**config.mk**
```make
export PLATFORM = sky130hd
export DESIGN_NAME = rc_report_scheduler_flat
export DESIGN_NICKNAME = d
export VERILOG_FILES = /design/src/rtl/rc_pkg.sv /design/src/rtl/rc_report_scheduler_if.sv /design/src/rtl/rc_rr_picker.sv /design/src/rtl/rc_report_scheduler.sv /design/src/flat_wrapper.sv
export SDC_FILE = /design/constraint.sdc
export NUM_CORES = 1
export LEC_CHECK = 0
export ABC_CLOCK_PERIOD_IN_PS = 6800
export CORE_ASPECT_RATIO = 1.25
export CORE_MARGIN = 8
export CORE_UTILIZATION = 40
export DETAILED_ROUTE_END_ITERATION = 8
export PLACE_DENSITY_LB_ADDON = 0.25
export SLEW_MARGIN = 20
export SYNTH_ARGS = -nofsm -noshare
export SYNTH_HDL_FRONTEND = slang
export SYNTH_HIERARCHICAL = 1
export SYNTH_SLANG_ARGS = --single-unit
```
**constraint.sdc**
```tcl
create_clock -name clk -period 6.8 [get_ports clk]
set_clock_uncertainty 0.15 [all_clocks]
set_input_delay 1.02 -clock clk [delete_from_list [all_inputs] [get_ports clk]]
set_output_delay 1.02 -clock clk [all_outputs]
set_load 0.01 [all_outputs]
```
**src/rtl/rc_pkg.sv**
```systemverilog
// Shared constants, state encoding and report payload type for the RC report scheduler.
package rc_pkg;

  localparam int unsigned RC_CHANNELS = 7;
  localparam int unsigned RC_WIDTH    = 17;
  localparam int unsigned RC_SEL_W    = 3;
  localparam int unsigned RC_DATA_W   = 24;
  localparam int unsigned RC_CTRL_W   = 4;
  localparam int unsigned RC_CFG_W    = 24;
  localparam int unsigned RC_HOLD_W   = 8;

  localparam int unsigned CFG_EN_LSB  = 0;
  localparam int unsigned CFG_IVL_LSB = 8;
  localparam int unsigned CFG_CLR_OVR = 16;

  typedef enum logic {
    ST_IDLE = 1'b0,
    ST_SEND = 1'b1
  } state_e;

  typedef struct packed {
    logic [RC_CTRL_W-1:0] ctrl;
    logic [RC_DATA_W-1:0] data;
  } report_t;

  // Next round-robin start point: one past the served channel, wrapping at CHANNELS.
  function automatic logic [RC_SEL_W-1:0] rr_next(input logic [RC_SEL_W-1:0] sel);
    return (32'(sel) == RC_CHANNELS - 1) ? '0 : sel + RC_SEL_W'(1);
  endfunction

endpackage

```
**src/rtl/rc_report_scheduler_if.sv**
```systemverilog
// Host report channel: scheduler drives the report, host answers with out_wr_rdy.
interface rc_report_scheduler_if;
  import rc_pkg::*;

  logic [RC_DATA_W-1:0] out_data;
  logic [RC_CTRL_W-1:0] out_ctrl;
  logic                 out_wr;
  logic                 out_wr_rdy;

  modport master (output out_data, output out_ctrl, output out_wr, input out_wr_rdy);
  modport slave  (input out_data, input out_ctrl, input out_wr, output out_wr_rdy);

endinterface

```
**src/rtl/rc_rr_picker.sv**
```systemverilog
// Combinational round-robin selector: first set request at or after ptr, wrapping modulo CHANNELS.
module rc_rr_picker
  import rc_pkg::*;
(
  input  logic [RC_CHANNELS-1:0] req_i,
  input  logic [RC_SEL_W-1:0]    ptr_i,
  output logic                   any_c,
  output logic [RC_SEL_W-1:0]    grant_c
);

  int unsigned idx;

  // Walk from the farthest candidate back to ptr so the nearest request wins.
  always_comb begin
    any_c   = |req_i;
    grant_c = '0;
    idx     = 0;
    for (int unsigned k = RC_CHANNELS; k > 0; k--) begin
      idx = 32'(ptr_i) + k - 1;
      if (idx >= RC_CHANNELS) idx = idx - RC_CHANNELS;
      if (req_i[RC_SEL_W'(idx)]) grant_c = RC_SEL_W'(idx);
    end
  end

endmodule

```
**src/rtl/rc_report_scheduler.sv**
```systemverilog
// Shares the host report channel between the RC report sources using capture slots,
// round-robin selection, per-channel rate holdoff and sticky overrun flags.
module rc_report_scheduler
  import rc_pkg::*;
#(
  parameter int unsigned RATE_DIV = 50000
) (
  input  logic                            clk,
  input  logic                            reset_n,
  input  logic [RC_CFG_W-1:0]             cfg_data,
  input  logic                            cfg_wr,
  input  logic [RC_CHANNELS-1:0]          ch_stb,
  input  logic [RC_CHANNELS*RC_WIDTH-1:0] ch_data,
  rc_report_scheduler_if.master           host,
  output logic [RC_CHANNELS-1:0]          pending,
  output logic [RC_CHANNELS-1:0]          overrun,
  output logic                            busy
);

  localparam int unsigned     PRE_W   = (RATE_DIV > 1) ? $clog2(RATE_DIV) : 1;
  localparam logic [PRE_W-1:0] PRE_MAX = PRE_W'(RATE_DIV - 1);

  state_e                 state_q, state_d;
  report_t                rep_q, rep_d;
  logic                   out_wr_q, out_wr_d;
  logic                   busy_q;
  logic [RC_SEL_W-1:0]    ch_sel_q, ch_sel_d;
  logic [RC_SEL_W-1:0]    rr_ptr_q, rr_ptr_d;
  logic [RC_CHANNELS-1:0] enable_q, enable_d;
  logic [RC_CHANNELS-1:0] pending_q, pending_d;
  logic [RC_CHANNELS-1:0] overrun_q, overrun_d;
  logic [RC_HOLD_W-1:0]   interval_q, interval_d;
  logic [RC_WIDTH-1:0]    slot_q [RC_CHANNELS];
  logic [RC_WIDTH-1:0]    slot_d [RC_CHANNELS];
  logic [RC_HOLD_W-1:0]   hold_q [RC_CHANNELS];
  logic [RC_HOLD_W-1:0]   hold_d [RC_CHANNELS];
  logic [PRE_W-1:0]       pre_q, pre_d;

  logic                   tick_c;
  logic                   accept_c;
  logic                   any_c;
  logic [RC_SEL_W-1:0]    grant_c;
  logic [RC_CHANNELS-1:0] cap_c;
  logic [RC_CHANNELS-1:0] elig_c;
  logic [RC_CHANNELS-1:0] new_en_c;
  logic [RC_WIDTH-1:0]    grant_data_c;
  logic                   unused_cfg;

  assign tick_c   = (pre_q == PRE_MAX);
  assign pre_d    = tick_c ? '0 : pre_q + PRE_W'(1);
  assign accept_c = (state_q == ST_SEND) & out_wr_q & host.out_wr_rdy;
  assign cap_c    = ch_stb & enable_q;
  assign new_en_c = cfg_data[CFG_EN_LSB +: RC_CHANNELS];

  assign unused_cfg = ^{cfg_data[RC_CFG_W-1:CFG_CLR_OVR+1], cfg_data[CFG_IVL_LSB-1:RC_CHANNELS]};

  // Configuration, capture slots, holdoff counters and eligibility.
  always_comb begin
    enable_d   = enable_q;
    interval_d = interval_q;
    pending_d  = pending_q;
    overrun_d  = overrun_q;
    slot_d     = slot_q;
    hold_d     = hold_q;
    elig_c     = '0;
    if (cfg_wr) begin
      enable_d   = new_en_c;
      interval_d = cfg_data[CFG_IVL_LSB +: RC_HOLD_W];
      if (cfg_data[CFG_CLR_OVR]) overrun_d = '0;
    end
    for (int unsigned i = 0; i < RC_CHANNELS; i++) begin
      if (accept_c && (ch_sel_q == RC_SEL_W'(i))) begin
        pending_d[i] = 1'b0;
        hold_d[i]    = interval_q;
      end else if (tick_c && (hold_q[i] != '0)) begin
        hold_d[i] = hold_q[i] - RC_HOLD_W'(1);
      end
      // A capture racing the accept of the same channel re-arms pending without an overrun.
      if (cap_c[i]) begin
        slot_d[i]    = ch_data[RC_WIDTH*i +: RC_WIDTH];
        pending_d[i] = 1'b1;
        if (pending_q[i] && !(accept_c && (ch_sel_q == RC_SEL_W'(i)))) overrun_d[i] = 1'b1;
      end
      if (cfg_wr && !new_en_c[i]) pending_d[i] = 1'b0;
      elig_c[i] = pending_q[i] & enable_q[i] & (hold_q[i] == '0);
    end
  end

  rc_rr_picker u_picker (
    .req_i   (elig_c),
    .ptr_i   (rr_ptr_q),
    .any_c   (any_c),
    .grant_c (grant_c)
  );

  // Report FSM: latch the granted slot in IDLE, hold it in SEND until the host accepts.
  always_comb begin
    state_d      = state_q;
    rep_d        = rep_q;
    out_wr_d     = out_wr_q;
    ch_sel_d     = ch_sel_q;
    rr_ptr_d     = rr_ptr_q;
    grant_data_c = '0;
    for (int unsigned i = 0; i < RC_CHANNELS; i++) begin
      if (grant_c == RC_SEL_W'(i)) grant_data_c = slot_q[i];
    end
    case (state_q)
      ST_IDLE: begin
        if (any_c) begin
          rep_d.data = RC_DATA_W'(grant_data_c);
          rep_d.ctrl = RC_CTRL_W'(grant_c);
          out_wr_d   = 1'b1;
          ch_sel_d   = grant_c;
          state_d    = ST_SEND;
        end
      end
      ST_SEND: begin
        if (accept_c) begin
          out_wr_d = 1'b0;
          rr_ptr_d = rr_next(ch_sel_q);
          state_d  = ST_IDLE;
        end
      end
      default: state_d = ST_IDLE;
    endcase
  end

  always_ff @(posedge clk or negedge reset_n) begin
    if (!reset_n) begin
      state_q  <= ST_IDLE;
      rep_q    <= '0;
      out_wr_q <= 1'b0;
      busy_q   <= 1'b0;
      ch_sel_q <= '0;
      rr_ptr_q <= '0;
    end else begin
      state_q  <= state_d;
      rep_q    <= rep_d;
      out_wr_q <= out_wr_d;
      busy_q   <= (state_d != ST_IDLE);
      ch_sel_q <= ch_sel_d;
      rr_ptr_q <= rr_ptr_d;
    end
  end

  always_ff @(posedge clk or negedge reset_n) begin
    if (!reset_n) begin
      enable_q   <= '0;
      interval_q <= '0;
      pending_q  <= '0;
      overrun_q  <= '0;
      pre_q      <= '0;
      for (int unsigned i = 0; i < RC_CHANNELS; i++) begin
        slot_q[i] <= '0;
        hold_q[i] <= '0;
      end
    end else begin
      enable_q   <= enable_d;
      interval_q <= interval_d;
      pending_q  <= pending_d;
      overrun_q  <= overrun_d;
      pre_q      <= pre_d;
      slot_q     <= slot_d;
      hold_q     <= hold_d;
    end
  end

  assign host.out_data = rep_q.data;
  assign host.out_ctrl = rep_q.ctrl;
  assign host.out_wr   = out_wr_q;
  assign pending       = pending_q;
  assign overrun       = overrun_q;
  assign busy          = busy_q;

endmodule

```
**src/flat_wrapper.sv**
```systemverilog
// flat-port wrapper written by rule: the top's interface ports become plain ports
module rc_report_scheduler_flat import rc_pkg::*;
#(
  parameter int unsigned RATE_DIV = 50000
)
  (clk, reset_n, cfg_data, cfg_wr, ch_stb, ch_data, pending, overrun, busy, host_out_data, host_out_ctrl, host_out_wr, host_out_wr_rdy);
  rc_report_scheduler_if host_i ();
  input  logic clk;
  input  logic reset_n;
  input  logic [RC_CFG_W-1:0] cfg_data;
  input  logic cfg_wr;
  input  logic [RC_CHANNELS-1:0] ch_stb;
  input  logic [RC_CHANNELS*RC_WIDTH-1:0] ch_data;
  output logic [RC_CHANNELS-1:0] pending;
  output logic [RC_CHANNELS-1:0] overrun;
  output logic busy;
  output wire logic [$bits(host_i.out_data)-1:0] host_out_data;
  output wire logic [$bits(host_i.out_ctrl)-1:0] host_out_ctrl;
  output wire logic [$bits(host_i.out_wr)-1:0] host_out_wr;
  input wire logic [$bits(host_i.out_wr_rdy)-1:0] host_out_wr_rdy;
  assign host_out_data = host_i.out_data;
  assign host_out_ctrl = host_i.out_ctrl;
  assign host_out_wr = host_i.out_wr;
  assign host_i.out_wr_rdy = host_out_wr_rdy;
  rc_report_scheduler #(.RATE_DIV(RATE_DIV)) u_core (.clk(clk), .reset_n(reset_n), .cfg_data(cfg_data), .cfg_wr(cfg_wr), .ch_stb(ch_stb), .ch_data(ch_data), .host(host_i), .pending(pending), .overrun(overrun), .busy(busy));
endmodule
```
# == Yosys cells after proc, flatten, opt, wreduce, memory -nomap -nowiden ==
# Cells that the tools add are included.
# word_totals
register_bits,245
in_bits,154
output_inout_bits,44
elab_cells,277
# op_classes
add_sub_neg,30
order_cmp,14
n_eq_ne,15
muxes,94
bitwise,18
reduce_logical,76
# op_table
operator,count
$ge 32x3->1 const B,7
$mux 17,7
$mux 8,14
$logic_not 8->1,7
$reduce_bool 8->1,7
$sub 8x1->8 const B,7
$mux 1,46
$mux 3,15
$sub 4x1->5 const B,7
$logic_and 1x1->1,28
$lt 3x4->1 const B,7
$bmux 1 s3,7
$reduce_bool 3->1,7
$sub 3x1->3 const B,7
$eq 3x3->1 const B,6
$add 16x1->16 const B,1
$add 3x3->4 const B,4
$and 1x1->1,16
$eq 16x16->1 const B,1
$mux 16,1
$logic_not 1->1,14
$mux 7,2
$reduce_bool 2->1,7
$eq 3x2->1 const B,4
12 further kinds,18

# == Longest topological paths before layout ==
# depth
word_depth,21
depth_mapped,21
depth_no_buf,17

# == By module ==
# The synthesis kept the hierarchy.
# by_module_without_submodules
mod,n_inst,cells_per_inst,area_per_inst_um2,seq_area_each_um2
rc_report_scheduler,1,1081,11756.3,6130.9
rc_rr_picker,1,182,1372.6,0.0

# == Worst setup path before layout ==
# OpenSTA, ideal clock, no wires.
# synth_path
kind,register to register
start,register u_core/hold_q[28] in the netlist's numbering
end,"register u_core.rep_q, in the netlist u_core/host.out_data[9]"
setup_ns,0.123
arrival_ns,4.774
t_required_ns,6.527
path_slack_ns,1.754
path_stages_with_launch,18
n_path_buf,3
period_less_slack_ns,5.046
path_cell_list,dfrtp_1 or4_1 or4b_1 clkbuf_1 nor2_1 nor3_1 a2111oi_0 nor3_1 or4_1 a211o_1 a221oi_2 clkbuf_1 buf_1 mux2i_1 nor2_1 a21oi_1 o21ai_0 o221a_2
# synth_via
elab_chain_cells,19
elab_cells_between_ends,39
classes_between,eq/ne: 6; mux: 28; bitwise: 1; reduce/logical: 4
# synth_lines
element,line_no,rtl
start: declaration,rc_report_scheduler.sv:35,logic [RC_HOLD_W-1:0] hold_q [RC_CHANNELS];
start signal: assignment,rc_report_scheduler.sv:164,hold_q <= hold_d;
$logic_not 8->1 *,rc_report_scheduler.sv:85,elig_c[i] = pending_q[i] & enable_q[i] & (hold_q[i] == '0);
$and 1x1->1 *,rc_report_scheduler.sv:85,
net u_core.elig_c[3],rc_report_scheduler.sv:44,logic [RC_CHANNELS-1:0] elig_c;
$bmux 1 s3,rc_rr_picker.sv:21,if (req_i[RC_SEL_W'(idx)]) grant_c = RC_SEL_W'(idx);
$mux 1 (not written as such),rc_rr_picker.sv:21,
$mux 3 (6 in series),rc_rr_picker.sv:21,
$mux 3 *,rc_rr_picker.sv:21,
net u_core.grant_c[1],rc_report_scheduler.sv:42,logic [RC_SEL_W-1:0] grant_c;
$logic_not 3->1,rc_report_scheduler.sv:105,if (grant_c == RC_SEL_W'(i)) grant_data_c = slot_q[i];
$mux 17 (6 in series),rc_report_scheduler.sv:105,
$mux 17 *,rc_report_scheduler.sv:105,
end signal: assignment,rc_report_scheduler.sv:138,rep_q <= rep_d;
end: declaration,rc_report_scheduler.sv:24,"report_t rep_q, rep_d;"
# The timed path passes the listed nets; every way through them passes the cells marked *. The select of a mux whose other input is x is not followed.
# A chain may end at the register's enable or synchronous reset.

# == Final worst setup path ==
# layout_path
start,register u_core/hold_q[36] in the netlist's numbering
end,"register u_core.rep_q, in the netlist u_core/host.out_data[7]"
# Same word-level chain as after synthesis.

==> results by group <==
Floorplanning
  – Die outline width: 178.0 um
  – Cell Rows: 74
  – Total die area: 38910 sq um
  – Effective utilization at floorplan: 40.40%
  – Die span in y: 218.6 um
  – Area inside the core boundary: 32500 sq um
  – I/O pin count: 198

Power and ir drop
  – Sequential Power Share: 47.7%
  – P_sw: 0.8714 mW
  – Proportion of power drawn by the clock network: 40.5%
  – Combinational power share: 11.8%
  – Ratio of total power to cell area: 223.0 nW/um^2
  – Leakage component of the power: 6.562 nW
  – Overall Power: 3.628 mW
  – Switching share of power: 24.02%
  – Internal power: 2.756 mW
  – Peak supply drop: 181.6 uV

Route
  – DRC marker count from the first detailed-route iteration: 711
  – Total Wirelength: 36.50 mm
  – Avg Vias per Cell: 5.469
  – Post-detailed-route count of antenna-violating nets: 0
  – Detailed-route via count: 10173
  – DRC errors left: 0
  – Post-detailed-route wirelength per cell: 19.62 um
  – Number of iterations in the first detailed-routing pass: 7

CTS
  – Clock H-tree levels: 1
  – Clk Tree Root Cell: clkbuf_16
  – Hold Buf Count CTS: 0
  – Clock input transition at the sequential cells of the worst setup and hold paths: 60 ps
  – TritonCTS clock tree: yes
  – Num CTS Buffers: 28
  – Clk buf depth: 3
  – Number of buffers inserted by post-CTS setup repair: 0
  – Number of sinks handled by clock tree synthesis: 245
  – Insertion delay of the later-clocked pin in the worst-skew pair: 550 ps
  – Post-CTS Resized: 0

Logic synthesis
  – Synthesized netlist cell count: 1263
  – Primary flip-flop cell chosen by synthesis mapping: dfrtp_1
  – Post-synthesis compound-gate area fraction: 12.32%
  – Distinct cells, synth: 70
  – Post-synth design cell area: 13130 sq um
  – Adder and majority gate portion of the synthesized area: 2.821%
  – Parity-gate share of the synthesized area counting xor and xnor cells: 3.869%
  – Ranking of synthesized cells by area: dfrtp_1 47%, mux2_2 13%, mux2i_1 3.6%, o21ai_0 3.4%, a21oi_1 3.0%
  – Leading cell type by number of instances after synthesis: dfrtp_1
  – Combinational family with the most area after synthesis: multiplexers
  – Synth area leader: dfrtp_1
  – Synth Area per Inst: 10.39 sq um
  – Number of enable flip-flop cells after synthesis: 0
  – Flip-flop and latch count after synthesis: 245
  – Fraction of the mapped netlist area in simple logic gates: 13.25%
  – Mux cell area share after synthesis: 16.91%
  – Area share of the largest cell type after synthesis: 46.70%
  – Most used standard cells in the synthesized netlist: 245 x dfrtp_1, 150 x mux2_2, 94 x nor2_1
  – Share of synthesized area occupied by flip-flops and latches: 46.70%
  – Yosys warnings: 6
  – Ys async rst share: 100.0%

Placed design
  – Number of buffers inserted by port buffering: 181
  – Number of cells after detailed placement: 1810
  – Cell area after placement: 15340 sq um
  – DPL Wire Length: 26.26 mm
  – Routability cong.: 0.8732
  – DP Worst Slack: 1263 ps

Critical path
  – Startpoint type of the worst setup path: flop
  – Data arrival, critical path: 5850 ps
  – Crit path capture type: flop
  – Type of the setup path with the least slack: flop to flop
  – CP required: 7070 ps
  – R2R setup slack: 1220 ps
  – Worst r2r path cells: 16
  – Maximum fanout encountered on the critical timing path: 70

GRT
  – Antenna violations before repair: 8
  – GR Util All Layers: 18.48%
  – Pin count of the biggest net entering global routing: 126
  – Total grt overflow: 0
  – Number of global-route vias before repair: 10420
  – Wire length of the first global-routing pass: 57.27 mm

STA
  – Period minus WS final: 5576 ps
  – Hold Fails Final Rpt: 0
  – Total count of max-transition violations in the final report: 0
  – Setup repair after global routing missed its margin: false
  – Count of final setup violators: 0
  – Final TNS setup: 0 ps
  – Minimum hold slack: 184.1 ps
  – Timing-limited maximum frequency: 0.1793 GHz
  – Worst-case setup margin in the final layout: 1224 ps
  – Worst Max-Slew Pin Slew: 1020 ps
  – Normalized max-slew margin: 31.84%
  – Part of the cycle the worst path needs: 82.00%

Final layout
  – Layout cells sized above 1: 17.56%
  – Final Instance Count excl. Fillers: 1860
  – Summed area of non-filler cells in the final layout: 16270 sq um
  – Layout Utilization: 50.05%
  – Layout net count: 1606
  – Syn-to-layout area delta: 23.89%

Run status
  – Result of the run: finished clean

Hold path
  – Worst Hold Class: primary input to async pin

Flow run
  – Number of max-cap violations: 0
## worst max-delay path, stage by stage, from the launching register on
cell and delay (ps):
dfrtp_1 420, nor4_1 430, or4b_2 740, nor2_1 210
buf_4 200, nor3_1 70, a2111oi_0 450, nor3_1 100
or4_1 490, a311oi_1 390, o221a_2 290, buf_12 300
mux2i_1 300, o21ai_0 120, a31oi_1 340, o21ai_0 230
o221a_2 170
## power groups by stage
stage	clock [mW]	combinational [mW]	sequential, mW
detailed placement	0	0.434	1.76
global route	1.57	0.472	1.75
floorplan	0	0.245	1.71
finish	1.47	0.427	1.73
global placement	0	0.425	1.75
CTS	1.51	0.435	1.73
## registers in the layout, summed over array words and instances, names as in the netlist
signal                cells
u_core/rr_ptr_q           3
u_core/ch_sel_q           3
u_core/slot_q           119
u_core/enable_q           7
u_core/host.out_wr        1
u_core/hold_q            56
u_core/busy               1
u_core/overrun            7
u_core/pending            7
u_core/interval_q         8
u_core/pre_q             16
u_core/host.out_data     17
## routing by layer
metal,wire [um],track usage [%]
met3,2494,4.870
met5,84,0
met4,676,4.119
met1,14340,21.51
met2,18900,33.28
## cells in the final DEF, fill, tap and decap left out, drive strengths merged, types with 6 or more instances in the layout
master	n
and2	6
clkinv	8
a31oi	20
ha	28
buf	24
clkbuf	39
nand2b	7
nand4b	11
a21oi	80
o21ai	99
clkdlybuf4s50	180
xor2	41
or3	18
a311oi	6
inv	44
dfrtp	245
or4	6
and3	7
nand3	22
conb	8
nand2	82
nor4	14
nor2b	17
o221a	18
mux2	151
nor3	18
mux2i	47
xnor2	17
nor2	94
nand4	26
o21a	6
## kinds of logic after synthesis
| kind of cell | Yosys count |
|---|---|
| AND/OR/NAND/NOR | 342 |
| AO/OA/AOI/OAI | 262 |
| flip-flops | 245 |
| multiplexers | 200 |
| buffers and inverters | 126 |
| XOR/XNOR | 58 |
| adder cells (fa/ha/maj) | 29 |
| other | 1 |
## final timing paths
check,to,from
max,u_core/host.out_data[7]$_DFFE_PN0P_,u_core/hold_q[36]$_DFFE_PN0P_
min,u_core/pre_q[5]$_DFF_PN0_,reset_n
max reg2reg,u_core/host.out_data[7]$_DFFE_PN0P_,u_core/hold_q[36]$_DFFE_PN0P_
min reg2reg,u_core/pre_q[0]$_DFF_PN0_,u_core/pre_q[0]$_DFF_PN0_
max in group asynchronous,u_core/slot_q[79]$_DFFE_PN0P_,reset_n
min in group clk,u_core/pre_q[0]$_DFF_PN0_,u_core/pre_q[0]$_DFF_PN0_
## cell type report
| cell class | instances | area, sq um |
|---|---|---|
| Clock buffer | 39 | 782.0 |
| Timing Repair Buffer | 204 | 2034 |
| Multi-Input combinational cell | 899 | 6514 |
| Antenna cell | 1 | 2.502 |
| Tap cell | 418 | 523.0 |
| Clock inverter | 9 | 110.1 |
| Fill cell | 2939 | 16230 |
| Inverter | 45 | 168.9 |
| Sequential cell | 245 | 6131 |
Power figures use the tool's default switching activity.
